`src/rtl/if_pkg.sv`:
```
// Shared fetch-stage definitions: default widths, reset/NOP constants and the
// IF/ID payload record consumed by the decode stage.
package if_pkg;

    localparam int ADDR_W_DEF     = 32;
    localparam int INST_W_DEF     = 32;
    localparam int INST_BYTES_DEF = 4;

    localparam logic [ADDR_W_DEF-1:0] RESET_PC_DEF = 32'h0000_0000;
    localparam logic [INST_W_DEF-1:0] NOP_INST_DEF = 32'h0000_0000;

    typedef struct packed {
        logic                  valid;
        logic [ADDR_W_DEF-1:0] pc;
        logic [INST_W_DEF-1:0] inst;
    } if_id_t;

endpackage

```
`src/rtl/if_stage_pipe_skid.sv`:
```
// Single-entry hold register with synchronous load and clear; clear wins.
module if_skid_buf #(
    parameter int W = 64
) (
    input  logic         clk,
    input  logic         rst,
    input  logic         clear,
    input  logic         load,
    input  logic [W-1:0] d,
    output logic         valid,
    output logic [W-1:0] q
);

    logic         valid_r;
    logic [W-1:0] data_r;
    logic         valid_nxt_s;
    logic [W-1:0] data_nxt_s;

    // Next-state selection for the held entry.
    always_comb begin
        valid_nxt_s = valid_r;
        data_nxt_s  = data_r;
        if (clear) begin
            valid_nxt_s = 1'b0;
        end else if (load) begin
            valid_nxt_s = 1'b1;
            data_nxt_s  = d;
        end else begin
            valid_nxt_s = valid_r;
        end
    end

    // Entry storage.
    always_ff @(posedge clk or negedge rst) begin
        if (!rst) begin
            valid_r <= 1'b0;
            data_r  <= '0;
        end else begin
            valid_r <= valid_nxt_s;
            data_r  <= data_nxt_s;
        end
    end

    assign valid = valid_r;
    assign q     = data_r;

endmodule

```
`src/rtl/if_stage_pipe.sv`:
```
// Instruction-fetch stage: owns the PC, drives a 1-cycle synchronous imem and
// feeds a registered IF/ID stage, parking a stalled response in a skid entry.
module if_stage_pipe
    import if_pkg::*;
#(
    parameter int                  ADDR_W     = ADDR_W_DEF,
    parameter int                  INST_W     = INST_W_DEF,
    parameter int                  INST_BYTES = INST_BYTES_DEF,
    parameter logic [ADDR_W-1:0]   RESET_PC   = ADDR_W'(RESET_PC_DEF),
    parameter logic [INST_W-1:0]   NOP_INST   = INST_W'(NOP_INST_DEF)
) (
    input  logic              clk,
    input  logic              rst,
    input  logic              redirect_valid,
    input  logic [ADDR_W-1:0] redirect_pc,
    input  logic              id_stall,
    output logic              imem_en,
    output logic [ADDR_W-1:0] imem_addr,
    input  logic [INST_W-1:0] imem_rdata,
    output logic              id_valid,
    output logic [ADDR_W-1:0] id_pc,
    output logic [INST_W-1:0] id_inst
);

    localparam logic [ADDR_W-1:0] PC_INC     = ADDR_W'(INST_BYTES);
    localparam logic [ADDR_W-1:0] ALIGN_MASK = ~(ADDR_W'(INST_BYTES - 1));

    logic [ADDR_W-1:0] pc_r;
    logic [ADDR_W-1:0] pc_nxt_s;
    logic              req_valid_r;
    logic [ADDR_W-1:0] req_pc_r;
    logic              imem_en_s;

    logic              skid_valid_s;
    logic [ADDR_W-1:0] skid_pc_s;
    logic [INST_W-1:0] skid_inst_s;
    logic              skid_load_s;
    logic              skid_clear_s;

    logic              id_valid_r;
    logic [ADDR_W-1:0] id_pc_r;
    logic [INST_W-1:0] id_inst_r;
    logic              id_valid_nxt_s;
    logic [ADDR_W-1:0] id_pc_nxt_s;
    logic [INST_W-1:0] id_inst_nxt_s;

    // Issue enable and next-PC: redirect beats sequential issue beats hold.
    always_comb begin
        imem_en_s = rst & ~id_stall & ~skid_valid_s;
        pc_nxt_s  = pc_r;
        if (redirect_valid) begin
            pc_nxt_s = redirect_pc & ALIGN_MASK;
        end else if (imem_en_s) begin
            pc_nxt_s = pc_r + PC_INC;
        end else begin
            pc_nxt_s = pc_r;
        end
    end

    // PC and outstanding-request tracking.
    always_ff @(posedge clk or negedge rst) begin
        if (!rst) begin
            pc_r        <= RESET_PC;
            req_valid_r <= 1'b0;
            req_pc_r    <= '0;
        end else begin
            pc_r        <= pc_nxt_s;
            req_valid_r <= imem_en_s & ~redirect_valid;
            req_pc_r    <= pc_r;
        end
    end

    // Park the in-flight response when ID stalls; any accept or redirect empties it.
    always_comb begin
        skid_load_s  = id_stall & ~redirect_valid & req_valid_r;
        skid_clear_s = redirect_valid | ~id_stall;
    end

    if_skid_buf #(
        .W (ADDR_W + INST_W)
    ) u_skid (
        .clk   (clk),
        .rst   (rst),
        .clear (skid_clear_s),
        .load  (skid_load_s),
        .d     ({req_pc_r, imem_rdata}),
        .valid (skid_valid_s),
        .q     ({skid_pc_s, skid_inst_s})
    );

    // IF/ID next value: the skid entry is older than the live response, so it goes first.
    always_comb begin
        id_valid_nxt_s = id_valid_r;
        id_pc_nxt_s    = id_pc_r;
        id_inst_nxt_s  = id_inst_r;
        if (redirect_valid) begin
            id_valid_nxt_s = 1'b0;
            id_inst_nxt_s  = NOP_INST;
        end else if (!id_stall) begin
            if (skid_valid_s) begin
                id_valid_nxt_s = 1'b1;
                id_pc_nxt_s    = skid_pc_s;
                id_inst_nxt_s  = skid_inst_s;
            end else if (req_valid_r) begin
                id_valid_nxt_s = 1'b1;
                id_pc_nxt_s    = req_pc_r;
                id_inst_nxt_s  = imem_rdata;
            end else begin
                id_valid_nxt_s = 1'b0;
                id_inst_nxt_s  = NOP_INST;
            end
        end else begin
            id_valid_nxt_s = id_valid_r;
        end
    end

    // IF/ID pipeline register.
    always_ff @(posedge clk or negedge rst) begin
        if (!rst) begin
            id_valid_r <= 1'b0;
            id_pc_r    <= '0;
            id_inst_r  <= NOP_INST;
        end else begin
            id_valid_r <= id_valid_nxt_s;
            id_pc_r    <= id_pc_nxt_s;
            id_inst_r  <= id_inst_nxt_s;
        end
    end

    assign imem_en   = imem_en_s;
    assign imem_addr = pc_r;
    assign id_valid  = id_valid_r;
    assign id_pc     = id_pc_r;
    assign id_inst   = id_inst_r;

endmodule

```
`config.mk`:
```
export PLATFORM = sky130hd
export DESIGN_NAME = if_stage_pipe
export DESIGN_NICKNAME = d
export VERILOG_FILES = /design/src/rtl/if_pkg.sv /design/src/rtl/if_stage_pipe_skid.sv /design/src/rtl/if_stage_pipe.sv
export SDC_FILE = /design/constraint.sdc
export NUM_CORES = 1
export LEC_CHECK = 0
export CAP_MARGIN = 20
export CORE_MARGIN = 2
export CORE_UTILIZATION = 45
export CTS_BUF_LIST = sky130_fd_sc_hd__clkbuf_8 sky130_fd_sc_hd__clkbuf_16
export CTS_CLUSTER_SIZE = 30
export DETAILED_ROUTE_END_ITERATION = 8
export MAX_ROUTING_LAYER = met4
export PLACE_DENSITY = 0.73
export SYNTH_ARGS = -nofsm -noshare
export SYNTH_HDL_FRONTEND = slang
export SYNTH_SLANG_ARGS = --single-unit
```
`constraint.sdc`:
```
create_clock -name clk -period 2.92 [get_ports clk]
set_input_delay 0.584 -clock clk [delete_from_list [all_inputs] [get_ports clk]]
set_output_delay 0.584 -clock clk [all_outputs]
set_load 0.01 [all_outputs]
```
==> flow_summary.ini, run 1 <==
[clock_tree]
cts.path.max_buffers = 2
cts.htree.levels = 4
clkTransAtPathRegs_ps = 70
clk_latency_ps = 420
cts_setup_buffers = 0
ctsResizeCount = 0
cts_made_buffers = 17
cts_num_sinks = 187
hold_buffers = 0
cts_tree = yes
root_buffer = clkbuf_16

[critical_path]
start_kind = flip-flop
crit_arrival_ps = 2120
crit_type = flip-flop to primary output
end_kind = primary output
crit_fanout = 11
required_ps = 2340

[yosys]
synth_fa_ha_area_share_pct = 0.1610
synth_mux_area_share_pct = 12.98
synth-simple-area-share_pct = 12.87
syn-cell-area_um2 = 7770
yosys_register_bits = 187
syn_avg_cell_area_um2 = 11.84
synth_compound_area_share_pct = 9.372
synthCells = 656
synth_top_family_by_area = multiplexers
synth.distinct_cells = 33
synth_xor_area_share_pct = 1.240
yosysWarnings = 0
ys_seq_area_share_pct = 60.23

[power_and_ir_drop]
power_switching_w = 0.001720
power_frac_seq_pct = 50.3
power_density_nw_per_um2 = 651.6
intPower_w = 0.004852
combPwrFrac_pct = 17.4
max-vdd-ir-drop_mv = 0.4069
switching_share_pct = 26.17
p_leak_nw = 4.166
pwr-share-clk_pct = 32.4

[sta]
rsz0062_at_grt = false
finalSetupViolCount = 0
finalSetupTns_ps = 0
holdWs_ps = 263.0
fin_skew_ps = 6.062
max-slew-margin-rel_pct = 37.75
hold_viol_final = 0
post-route-period-util_pct = 92.65
tightest_slew_ps = 933.7
layout_min_cycle_time_ps = 2705
clock.fmax_ghz = 0.3696
setup_ws_ps = 214.6
drv_slew = 0

[layout]
seq_area_um2 = 4681
fin_nets = 865
multi_input_area_um2 = 2867
mostFrequentLayoutCells = dfrtp_1, clkdlybuf4s50_1, nand2_1
fin_util_pct = 58.92
instances_no_fill = 1035
drive_above_1_share_pct = 11.12
final_common_cell = dfrtp_1
areaGrowthSynthToFinish_pct = 29.79
fillers = 1397

[route]
wl_per_cell_um = 17.45
finalWirelength_um = 18060
drt_iter0_drc = 336
detail-route-antenna-nets = 0
viasPerCell = 5.500
drc = 0
first_pass_iters = 5
vias = 5692

[floorplanning]
die_area_um2 = 18330
num_rows = 48
coreArea_um2 = 17120
die_h_um = 135.4
pin_count = 166
start_util_pct = 45.39
die_w_um = 135.4

[place]
pre_cts_ws_ps = 122.0
dp_hpwl_um = 11970
placedCellCount = 1002
port_buffers = 159
place_congestion = 0.8011

[job]
drv_cap = 0

[grt]
grt.overflow.total = 0
grt_antenna_before_repair = 1
grt_pass1_vias = 5706
grt_first_pass_wirelength_um = 28820
grt_max_degree = 78
grt_usage_pct = 20.73

[status]
status = complete, no violations

[min_path]
hp-class = primary input to async pin
-- path summary, 6_finish.rpt --
| kind | slack (ps) | end | start | cells after the start |
|---|---|---|---|---|
| worst max-delay path | 210 | imem_en | u_skid.valid$_DFFE_PN0P_ | 3 |
| worst min-delay path | 260 | u_skid.q[44]$_DFFE_PN0P_ | rst | 2 |
| min in group clk | 440 | req_pc_r[31]$_DFF_PN0_ | imem_addr[31]$_DFFE_PN0P_ | 0 |
| worst min register to register | 440 | req_pc_r[31]$_DFF_PN0_ | imem_addr[31]$_DFFE_PN0P_ | 0 |
| worst max register to register | 400 | imem_addr[19]$_DFFE_PN0P_ | u_skid.valid$_DFFE_PN0P_ | 4 |
| max in group asynchronous | 1290 | u_skid.valid$_DFFE_PN0P_ | rst | 3 |
-- power by group through the flow --
stage | clock, W | combinational, W | sequential (W)
2_1_floorplan | 0 | 0.000474 | 0.00335
3_5_place_dp | 0 | 0.00116 | 0.00335
5_1_grt | 0.00227 | 0.00125 | 0.00336
6_report | 0.00213 | 0.00114 | 0.00331
3_3_place_gp | 0 | 0.00112 | 0.00331
4_1_cts | 0.00217 | 0.00116 | 0.00330
-- metrics by stage --
stage / cell area, um2 / power, W
detailed placement: 9532 / 0.004504
finish: 10080 / 0.006572
CTS: 10080 / 0.006630
floorplan: 7781 / 0.003825
global route: 10080 / 0.006876
global placement: 9532 / 0.004429
-- flip-flops by register name, summed over array words and instances (netlist names) --
| name | count |
|---|---|
| req_pc_r | 30 |
| id_pc | 30 |
| u_skid.q | 62 |
| id_valid | 1 |
| imem_addr | 30 |
| u_skid.valid | 1 |
| req_valid_r | 1 |
| id_inst | 32 |
-- logic make-up after synthesis --
logic type	after synthesis
AOI/OAI and AO/OA	110
buffers and inverters	58
muxes	93
adders and majority gates	1
and+or+nand+nor	195
other	1
DFF	187
xor gates and xnor gates	11
-- worst max-delay path, cell delays in order (launching register included) --
cell and delay [ps]:
dfrtp_2 400, or3b_1 550, inv_2 190, clkdlybuf4s50_1 560
-- Yosys cell counts --
cell type	n	share of area, %
dfrtp_1	187	60
nand2_1	56	2.7
o21ai_1	46	3.0
clkbuf_1	43	2.1
mux2_2	40	5.8
nor2b_1	35	2.8
nor3_1	33	2.1
a221oi_1	32	3.6
mux2i_1	31	4.0
mux2_1	22	3.2
nor2_1	21	1.0
a31oi_1	18	1.4
or4_1	16	1.5
o31ai_1	14	1.4
nand3_1	9	0.58
or3_1	8	0.64
xnor2_1	8	0.90
nand4_1	7	0.56
buf_4	4	0.39
inv_1	4	0.19
nor4_1	4	0.32
and3_1	3	0.24
buf_1	3	0.14
xor2_1	3	0.34
and2_1	1	0.081
and4_1	1	0.11
buf_2	1	0.064
buf_6	1	0.14
clkinv_1	1	0.048
conb_1	1	0.048
ha_1	1	0.16
inv_2	1	0.048
or3b_1	1	0.11
-- per-layer routing --
layer | up-vias | global-route usage, % | wire length [um]
li1 | 2643 | - | -
met1 | 2836 | 27.23 | 7980
met2 | 196 | 33.02 | 9026
met3 | 17 | 3.479 | 772
met4 | 0 | 7.060 | 278
met5 | - | - | 0
-- cell type report --
type | count | area share (%)
Antenna cell | 1 | 0.02481
Clock inverter | 11 | 0.6948
Tap cell | 225 | 2.792
Sequential cell | 187 | 46.41
Timing Repair Buffer | 170 | 16.66
Clock buffer | 21 | 4.764
Multi-Input combinational cell | 414 | 28.42
Inverter | 6 | 0.2233
Note: power is estimated with default switching activity, not from simulation.
==> inputs of run 2 (changes only) <==
TNS_END_PERCENT = 20   (was not set)
==> results of run 2 <==
No change in the layout: final DEF, timing and power equal those of run 1.
